<file path="config.mk">
export PLATFORM = sky130hd
export DESIGN_NAME = btn_pulse_conditioner_flat
export DESIGN_NICKNAME = d
export VERILOG_FILES = /design/src/rtl/btn_pulse_conditioner_if.sv /design/src/rtl/btn_pulse_conditioner.sv /design/src/flat_wrapper.sv
export SDC_FILE = /design/constraint.sdc
export NUM_CORES = 1
export LEC_CHECK = 0
export ABC_AREA = 1
export CORE_MARGIN = 2
export CORE_UTILIZATION = 47
export DETAILED_ROUTE_END_ITERATION = 7
export PLACE_DENSITY = 0.7
export SLEW_MARGIN = 10
export SYNTH_ARGS = -nofsm -noshare
export SYNTH_HDL_FRONTEND = slang
export SYNTH_SLANG_ARGS = --single-unit
</file>
<file path="constraint.sdc">
create_clock -name clock -period 2.1 [get_ports clock]
set_clock_uncertainty 0.15 [all_clocks]
set_input_delay 0.42 -clock clock [delete_from_list [all_inputs] [get_ports clock]]
set_output_delay 0.42 -clock clock [all_outputs]
set_load 0.005 [all_outputs]
</file>
<file path="src/rtl/btn_pulse_conditioner_if.sv">
// Signal bundle between a button conditioner and its user: sampling tick and raw button
// in, debounced level and event pulses out.
interface btn_pulse_conditioner_if;
    logic sample_en;
    logic btn_raw;
    logic btn_level;
    logic press_pulse;
    logic release_pulse;
    logic repeat_pulse;
    logic held;

    modport master (
        output sample_en, btn_raw,
        input  btn_level, press_pulse, release_pulse, repeat_pulse, held
    );

    modport slave (
        input  sample_en, btn_raw,
        output btn_level, press_pulse, release_pulse, repeat_pulse, held
    );
endinterface

</file>
<file path="src/rtl/btn_pulse_conditioner.sv">
// Push-button conditioner: synchroniser chain, tick-sampled debounce FSM, press/release
// pulses, long-press flag and auto-repeat pulses. One instance per button.
module btn_pulse_conditioner #(
    parameter int SYNC_STAGES    = 2,
    parameter int DEBOUNCE_TICKS = 4,
    parameter int HOLD_TICKS     = 10,
    parameter int REPEAT_TICKS   = 3
) (
    input  logic                     clock,
    input  logic                     reset_n,
    btn_pulse_conditioner_if.slave   bus
);
    localparam int CNT_MAX_A = (DEBOUNCE_TICKS > HOLD_TICKS) ? DEBOUNCE_TICKS : HOLD_TICKS;
    localparam int CNT_MAX   = (CNT_MAX_A > REPEAT_TICKS) ? CNT_MAX_A : REPEAT_TICKS;
    localparam int CNT_W     = $clog2(CNT_MAX + 1);

    localparam logic [CNT_W-1:0] CNT_ZERO  = '0;
    localparam logic [CNT_W-1:0] CNT_ONE   = CNT_W'(1);
    localparam logic [CNT_W-1:0] DEB_LAST  = CNT_W'(DEBOUNCE_TICKS - 1);
    localparam logic [CNT_W-1:0] HOLD_LAST = CNT_W'(HOLD_TICKS - 1);
    localparam logic [CNT_W-1:0] REP_LAST  = CNT_W'(REPEAT_TICKS - 1);

    localparam logic [2:0] ST_IDLE        = 3'd0;
    localparam logic [2:0] ST_DEB_PRESS   = 3'd1;
    localparam logic [2:0] ST_PRESSED     = 3'd2;
    localparam logic [2:0] ST_HOLDING     = 3'd3;
    localparam logic [2:0] ST_DEB_RELEASE = 3'd4;

    // Synchroniser runs every clock, independent of the sampling tick.
    logic [SYNC_STAGES-1:0] sync_reg;
    logic [SYNC_STAGES-1:0] sync_next;
    logic                   btn_s;

    genvar gi;
    generate
        for (gi = 0; gi < SYNC_STAGES; gi++) begin : g_sync
            if (gi == 0) begin : g_first
                assign sync_next[gi] = bus.btn_raw;
            end else begin : g_rest
                assign sync_next[gi] = sync_reg[gi-1];
            end
        end
    endgenerate

    assign btn_s = sync_reg[SYNC_STAGES-1];

    logic [2:0]       state_reg, state_next;
    logic [CNT_W-1:0] cnt_reg, cnt_next;
    logic             level_reg, level_next;
    logic             held_reg, held_next;
    logic             press_reg, press_next;
    logic             release_reg, release_next;
    logic             repeat_reg, repeat_next;

    always_comb begin
        state_next   = state_reg;
        cnt_next     = cnt_reg;
        level_next   = level_reg;
        held_next    = held_reg;
        press_next   = 1'b0;
        release_next = 1'b0;
        repeat_next  = 1'b0;
        if (bus.sample_en) begin
            case (state_reg)
                ST_IDLE: begin
                    if (btn_s) begin
                        state_next = ST_DEB_PRESS;
                        cnt_next   = CNT_ONE;
                    end
                end
                ST_DEB_PRESS: begin
                    if (!btn_s) begin
                        state_next = ST_IDLE;
                        cnt_next   = CNT_ZERO;
                    end else if (cnt_reg == DEB_LAST) begin
                        state_next = ST_PRESSED;
                        cnt_next   = CNT_ZERO;
                        level_next = 1'b1;
                        press_next = 1'b1;
                    end else begin
                        cnt_next = cnt_reg + CNT_ONE;
                    end
                end
                ST_PRESSED: begin
                    if (!btn_s) begin
                        state_next = ST_DEB_RELEASE;
                        cnt_next   = CNT_ONE;
                    end else if (cnt_reg == HOLD_LAST) begin
                        state_next  = ST_HOLDING;
                        cnt_next    = CNT_ZERO;
                        held_next   = 1'b1;
                        repeat_next = 1'b1;
                    end else begin
                        cnt_next = cnt_reg + CNT_ONE;
                    end
                end
                ST_HOLDING: begin
                    if (!btn_s) begin
                        state_next = ST_DEB_RELEASE;
                        cnt_next   = CNT_ONE;
                    end else if (cnt_reg == REP_LAST) begin
                        cnt_next    = CNT_ZERO;
                        repeat_next = 1'b1;
                    end else begin
                        cnt_next = cnt_reg + CNT_ONE;
                    end
                end
                ST_DEB_RELEASE: begin
                    // A bounce back high keeps the press but restarts long-press timing.
                    if (btn_s) begin
                        state_next = ST_PRESSED;
                        cnt_next   = CNT_ZERO;
                        held_next  = 1'b0;
                    end else if (cnt_reg == DEB_LAST) begin
                        state_next   = ST_IDLE;
                        cnt_next     = CNT_ZERO;
                        level_next   = 1'b0;
                        held_next    = 1'b0;
                        release_next = 1'b1;
                    end else begin
                        cnt_next = cnt_reg + CNT_ONE;
                    end
                end
                default: begin
                    state_next = ST_IDLE;
                    cnt_next   = CNT_ZERO;
                    level_next = 1'b0;
                    held_next  = 1'b0;
                end
            endcase
        end
    end

    always_ff @(posedge clock or negedge reset_n) begin
        if (!reset_n) begin
            sync_reg    <= '0;
            state_reg   <= ST_IDLE;
            cnt_reg     <= CNT_ZERO;
            level_reg   <= 1'b0;
            held_reg    <= 1'b0;
            press_reg   <= 1'b0;
            release_reg <= 1'b0;
            repeat_reg  <= 1'b0;
        end else begin
            sync_reg    <= sync_next;
            state_reg   <= state_next;
            cnt_reg     <= cnt_next;
            level_reg   <= level_next;
            held_reg    <= held_next;
            press_reg   <= press_next;
            release_reg <= release_next;
            repeat_reg  <= repeat_next;
        end
    end

    assign bus.btn_level     = level_reg;
    assign bus.press_pulse   = press_reg;
    assign bus.release_pulse = release_reg;
    assign bus.repeat_pulse  = repeat_reg;
    assign bus.held          = held_reg;
endmodule
</file>
<file path="src/flat_wrapper.sv">
// flat-port wrapper written by rule: the top's interface ports become plain ports
module btn_pulse_conditioner_flat 
#(
    parameter int SYNC_STAGES    = 2,
    parameter int DEBOUNCE_TICKS = 4,
    parameter int HOLD_TICKS     = 10,
    parameter int REPEAT_TICKS   = 3
)
  (clock, reset_n, bus_sample_en, bus_btn_raw, bus_btn_level, bus_press_pulse, bus_release_pulse, bus_repeat_pulse, bus_held);
  btn_pulse_conditioner_if bus_i ();
  input  logic clock;
  input  logic reset_n;
  input wire logic [$bits(bus_i.sample_en)-1:0] bus_sample_en;
  input wire logic [$bits(bus_i.btn_raw)-1:0] bus_btn_raw;
  output wire logic [$bits(bus_i.btn_level)-1:0] bus_btn_level;
  output wire logic [$bits(bus_i.press_pulse)-1:0] bus_press_pulse;
  output wire logic [$bits(bus_i.release_pulse)-1:0] bus_release_pulse;
  output wire logic [$bits(bus_i.repeat_pulse)-1:0] bus_repeat_pulse;
  output wire logic [$bits(bus_i.held)-1:0] bus_held;
  assign bus_i.sample_en = bus_sample_en;
  assign bus_i.btn_raw = bus_btn_raw;
  assign bus_btn_level = bus_i.btn_level;
  assign bus_press_pulse = bus_i.press_pulse;
  assign bus_release_pulse = bus_i.release_pulse;
  assign bus_repeat_pulse = bus_i.repeat_pulse;
  assign bus_held = bus_i.held;
  btn_pulse_conditioner #(.SYNC_STAGES(SYNC_STAGES), .DEBOUNCE_TICKS(DEBOUNCE_TICKS), .HOLD_TICKS(HOLD_TICKS), .REPEAT_TICKS(REPEAT_TICKS)) u_core (.clock(clock), .reset_n(reset_n), .bus(bus_i));
endmodule
</file>
**Word-level counts from Yosys, hierarchy flattened**

Index checks and enable logic that the tools add are counted.

- Multiplexer cells: 40
- Add/sub/neg operators: 1
- Bitwise gates (word level): 2
- Reduce and logical (&&, ||, !) cells: 7
- Equal/unequal tests: 18

Operators by type and width:

| cell | number |
|---|---|
| $mux 4 | 8 |
| $mux 3 | 8 |
| $pmux 4 s5 | 1 |
| $mux 1 | 19 |
| $pmux 3 s5 | 1 |
| $ne 2x1->1 const B | 6 |
| $reduce_and 6->1 | 2 |
| $eq 4x2->1 const B | 2 |
| $eq 3x2->1 const B | 2 |
| $ne 3x3->1 const B | 2 |
| $pmux 1 s3 | 2 |
| $reduce_or 3->1 | 2 |
| $reduce_and 5->1 | 1 |
| $add 4x1->4 const B | 1 |
| $eq 4x4->1 const B | 1 |
| $ne 2x2->1 const B | 2 |
| $eq 3x1->1 const B | 1 |
| $eq 3x3->1 const B | 1 |
| $logic_not 3->1 | 1 |
| $ne 3x1->1 const B | 1 |
| $not 1->1 | 2 |
| $pmux 1 s2 | 1 |
| $reduce_and 2->1 | 1 |

- Word-level logic and storage cells: 76
- Bits of input ports: 4
- Register bits after elaboration: 14
- Output and inout bits: 5

**Depth between registers and ports, before layout**

Gate-level depths: netlist of run 1.

- Depth after elaboration: 5
- Depth in mapped cells: 10
- Mapped depth without buffers: 10

**Worst setup path before layout of run 1**

No wires, ideal clock.

- Path type: reg2reg
- From: reg u_core.cnt_reg[1]
- To: reg u_core.state_reg[1]
- Required time: 1.827 ns
- Slack: 0.556 ns
- Arrival: 1.271 ns
- Stages on the path, launching flop included: 9
- Cell sequence: dfrtp_1 -> ha_1 -> inv_4 -> nor2_4 -> nor2_2 -> nor2_4 -> nand2_2 -> o21ai_0 -> nand2_1

- Cells in the longest elaborated chain, start to end: 3

Ends and longest elaborated chain:

| item | RTL line | source |
|---|---|---|
| start: declaration | btn_pulse_conditioner.sv:48 | `logic [CNT_W-1:0] cnt_reg, cnt_next;` |
| start signal: assignment | btn_pulse_conditioner.sv:147 | `cnt_reg <= cnt_next;` |
| $eq 4x2->1 / $eq 4x4->1 (equally long branches) | btn_pulse_conditioner.sv:75, btn_pulse_conditioner.sv:114, btn_pulse_conditioner.sv:88 |  |
| $ne 3x1->1 (no source line) / $ne 3x3->1 (equally long branches) | -- |  |
| $reduce_and 6->1 (no source line) (*) | -- |  |
| end signal: assignment | btn_pulse_conditioner.sv:146 | `state_reg <= state_next;` |
| end: declaration | btn_pulse_conditioner.sv:47 | `logic [2:0] state_reg, state_next;` |

Mark *: on every way between the ends. The rest lies on a longest branch, timed or not.
A chain may end at the register's enable or synchronous reset.

**Worst setup path in the final report of run 1**

- From: reg u_core.held_reg (netlist: u_core.bus.held)
- To: out bus_held

RTL lines:

| item | RTL line | source |
|---|---|---|
| start: declaration | btn_pulse_conditioner.sv:50 | `logic held_reg, held_next;` |
| start signal: assignment | btn_pulse_conditioner.sv:149 | `held_reg <= held_next;` |
| end: declaration | flat_wrapper.sv:19 | `output wire logic [$bits(bus_i.held)-1:0] bus_held;` |

No word-level cell between the ends.

==> results of run 1 <==
-- path summary, 6_finish.rpt --
check | start | endpoint | cells past startpoint
worst min-delay path | u_core.sync_reg[0] | u_core.sync_reg[1] | 0
min in group asynchronous | reset_n | u_core.bus.btn_level | 2
max in group asynchronous | reset_n | u_core.cnt_reg[2] | 2
worst min register to register | u_core.sync_reg[0] | u_core.sync_reg[1] | 0
worst max register to register | u_core.cnt_reg[1] | u_core.state_reg[1] | 8
worst max-delay path | u_core.bus.held | bus_held | 1
-- synthesized netlist by cell type (all sizes together) --
cell	instances	area share, %
nand2	29	16
o21bai	1	0.77
clkbuf	1	0.77
or2	1	0.64
buf	2	2.3
nor3	3	2.1
nor2	20	13
inv	12	5.4
dfrtp	14	36
nor4	2	1.3
nand3	9	5.6
a21oi	4	2.4
xor2	1	0.90
o21ai	13	8.6
ha	3	3.8
clkinv	1	0.38
-- layer usage --
layer | routed length, microns | GRT usage, %
met1 | 819 | 19.5
met2 | 1020 | 32.9
met3 | 63 | 3.64
met4 | 16 | 5.56
met5 | 0 | 0
-- stage by stage --
step                      area, sq um  total power (W)
after floorplan                   976          0.00103
after global placement           1070          0.00112
after detailed placement         1070          0.00115
after CTS                        1100          0.00131
after global routing             1100          0.00141
final                            1100          0.00130
-- kinds of logic (layout without fill, tap and decap cells) --
family | Yosys count | after routing | share of synthesized area (%)
buf+inv | 16 | 26 | 8.85
simple gates | 64 | 64 | 38.7
fa+ha+maj | 3 | 3 | 3.85
compound gates | 18 | 18 | 11.8
flops | 14 | 14 | 35.9
xor+xnor | 1 | 1 | 0.898
-- power by group --
part	total (W)	internal [W]	switching [W]
Clock	0.000153	0.0000664	0.0000865
Sequential	0.000439	0.000331	0.000108
Combinational	0.000703	0.000260	0.000443
-- area by class of cell --
cell class	count	area share [%]
Sequential cell	14	31.9
Tap cell	27	3.08
Multi-Input combinational cell	86	49.1
Clock buffer	3	2.05
Timing Repair Buffer	10	8.67
Inverter	13	5.13
==> reports/metrics.yaml, run 1 <==
layout-drive-gt1-share_pct: 32.5
netlist_instances: 116
cp-end-kind: "output pin"
tightest_slew_ps: 433
crit_family: "buffers and inverters"
critPathArrivalTime_ps: 1150
drc: 0
worst-setup-path-type: "flip-flop to output pin"
hold_class: "flip-flop to flip-flop"
largest_reg_flops: 4
die_w_microns: 49.6
port_buffers: 8
antenna_found_initial: 0
path_buf_inv: 1
ctsResizeCount: 0
final_cell_mix: "17 x nand2_1, 14 x dfrtp_1, 10 x nor2_1"
regToRegSetupSlack_ps: 400
wirelength_mm: 1.92
cp_slowest_cell: "clkdlybuf4s50_1"
worst_ep_required_time_ps: 1530
max-clock-path-buffers: 2
cp-start-kind: "flip-flop"
final_util_pct: 55.9
mostFrequentLayoutCell: "nand2_1"
root_buffer: "clkbuf_4"
ant_nets: 0
setup_tns_ps: 0
slew_violations: 0
status: "finished, final reports clean"
grt_pass1_vias: 792
path_max_fanout: 2
fin_crit_sh_pct: 81.7
setup_viol: 0
synth_area_sq_um: 976
final-seq-area_sq_um: 350
post_cts_buffers: 0
die_area_sq_um: 2460
tritoncts: "done"
slew_headroom_pct: 71.1
final_cell_count_no_fill: 153
synth_fp_nets: 123
crit_chain: "clkdlybuf4s50_1"
routabilityCongestion: 0.846
fmax_ghz: 0.583
hold_viol: 0
grt_pass1_wl_mm: 3.28
via_per_inst: 5.08
cts_sinks: 14
rows: 16
synth_area_per_cell_sq_um: 8.41
multi_input_area_sq_um: 539
coreArea_sq_um: 1960
vias: 777
whs_ps: 206
p_leak_nw: 0.489
vdd_ir_drop_max_v: 0.000731
clk_pin_slew_ps: 80
ctsHoldBuffers: 0
fillers: 192
die_h_microns: 49.6
nets: 135
syn2layout_area_growth_pct: 12.4
drtIter0Drc: 17
gr-total-overflow: 0
grt_max_degree: 15
placedCellCount: 150
ys_warn_count: 0
hpwl_mm: 1.57
yosysSeqAreaShare_pct: 35.9
ys_ff_latch: 14
fin_ws_ps: 384
min_period_ps: 1720
place_worst_setup_slack_ps: 280
numCtsBuffers: 3
start_util_pct: 49.7
synthDistinctLibCells: 28
wl_per_cell_microns: 12.5
rsz0062_at_grt: "false"
drt-pass1-iter-count: 4
maxCapViolations: 0
ios: 9
cpPeakStageDelay_ps: 510
cts_max_level: 1
insertion_delay_ps: 280
antenna_cells: 0
grt_use_total_pct: 17.5
p_per_area_nw_per_um2: 1180
Power figures use the tool's default switching activity.
==> inputs of run 2 (changes only) <==
==> constraint.sdc (replaced) <==
create_clock -name clock -period 1.7 [get_ports clock]
set_clock_uncertainty 0.15 [all_clocks]
set_input_delay 0.34 -clock clock [delete_from_list [all_inputs] [get_ports clock]]
set_output_delay 0.34 -clock clock [all_outputs]
set_load 0.005 [all_outputs]
==> reports/metrics.yaml, run 2 (synthesis results as in run 1) <==
drt-pass1-iter-count: 4
die_h_microns: 49.6
final_cell_mix: "17 x nand2_1, 12 x dfrtp_1, 10 x nor2_1"
tightest_slew_ps: 449
drtIter0Drc: 17
worstRegToRegCells: 8
path_max_fanout: 2
tritoncts: "done"
clk_pin_slew_ps: 90
antenna_found_initial: 0
die_w_microns: 49.6
fillers: 187
path_buf_inv: 1
fin_crit_sh_pct: 96.1
status: "finished, final reports clean"
rsz0062_at_grt: "false"
ctsHoldBuffers: 0
p_sw_w: 0.000812
drc: 0
combPwrFrac_pct: 52.9
wl_per_cell_microns: 12.1
grt_use_total_pct: 17.0
crit_chain: "clkdlybuf4s50_1"
ant_nets: 0
syn2layout_area_growth_pct: 16.2
ios: 9
final_util_pct: 57.8
insertion_delay_ps: 290
worst-setup-path-type: "flip-flop to output pin"
regToRegEndpoint: "u_core.state_reg[1]"
slew_headroom_pct: 70.1
gr-total-overflow: 0
setup_tns_ps: 0
layout-drive-gt1-share_pct: 35.9
cts_max_level: 1
largest_reg_flops: 4
reg2reg_from: "u_core.cnt_reg[0]"
grt_pass1_wl_mm: 3.19
p_per_area_nw_per_um2: 1500
worst_ep_required_time_ps: 1210
crit_family: "buffers and inverters"
via_per_inst: 5.15
coreArea_sq_um: 1960
mostFrequentLayoutCell: "nand2_1"
hpwl_mm: 1.48
root_buffer: "clkbuf_4"
cp-start-kind: "flip-flop"
cp_slowest_cell: "clkdlybuf4s50_1"
rows: 16
wirelength_mm: 1.88
min_from: "u_core.sync_reg[0]"
cts_sinks: 14
start_util_pct: 49.7
internal_power_w: 0.000888
die_area_sq_um: 2460
maxCapViolations: 0
setup_viol: 0
min_period_ps: 1630
setup.worst_path.start: "u_core.bus.held"
clkPwrFrac_pct: 14.4
cp-end-kind: "output pin"
routabilityCongestion: 0.907
grt_pass1_vias: 785
hold_class: "flip-flop to flip-flop"
vias: 799
cpPeakStageDelay_ps: 500
critPathArrivalTime_ps: 1140
numCtsBuffers: 3
port_buffers: 8
hold_viol: 0
p_leak_nw: 0.497
max-clock-path-buffers: 2
swShare_pct: 47.7
regToRegSetupSlack_ps: 90
min_to: "u_core.sync_reg[1]"
p_seq_share_pct: 32.8
vdd_ir_drop_max_v: 0.000831
whs_path_depth: 0
grt_max_degree: 15
fmax_ghz: 0.612
slew_violations: 0
nets: 136
antenna_cells: 0
-- run 2: cell type report --
type                       count  area [sq um]  share of cell area [%]
clock buffer                   4          36.3                    3.20
inverter                      13          56.3                    4.97
multi-input combinational     86           552                    48.7
sequential                    14           353                    31.1
tap                           27          33.8                    2.98
timing repair buffer          11           103                    9.05
-- run 2: power by group through the flow --
stage | clock (W) | combinational (W) | sequential [W]
global route | 0.000269 | 0.00101 | 0.000567
detailed placement | 0 | 0.000888 | 0.000543
global placement | 0 | 0.000867 | 0.000540
finish | 0.000244 | 0.000899 | 0.000557
CTS | 0.000248 | 0.000894 | 0.000537
floorplan | 0 | 0.000788 | 0.000480
-- run 2: how the worst max path moves through the flow --
stage,endpoint,cells after the start,slack [ps]
2_1_floorplan,u_core.state_reg[1],8,160
3_3_place_gp,u_core.state_reg[2],8,20
3_5_place_dp,u_core.bus.held,6,10
4_1_cts,u_core.state_reg[1],8,6
5_1_grt,u_core.cnt_reg[0],6,9
6_report,bus_held,1,70
-- run 2: what timing repair did --
action	CTS	global route
setup buffers	0	0
endpoints found under the setup margin	0	4
resized for setup	0	6
-- run 2: metrics by stage --
stage / total power [W] / hold WS (ps) / setup WS (ps) / std cells / cell area (sq um)
after global placement: 0.00141 / 191 / 17.3 / 151 / 1080
after global routing: 0.00185 / 215 / 9.23 / 155 / 1130
after floorplan: 0.00127 / -106 / 156 / 116 / 976
after detailed placement: 0.00143 / 199 / 9.66 / 151 / 1080
after CTS: 0.00168 / 217 / 6.50 / 155 / 1120
final: 0.00170 / 211 / 67.0 / 155 / 1130
-- run 2: layer usage --
layer | up-vias | track usage, % | routed length [microns] | part of all wire (%)
li1 | 399 | - | - | -
met1 | 381 | 19.5 | 857 | 46
met2 | 14 | 30.2 | 929 | 49
met3 | 5 | 2.73 | 46 | 2.4
met4 | 0 | 8.33 | 46 | 2.4
met5 | - | 0 | 0 | 0
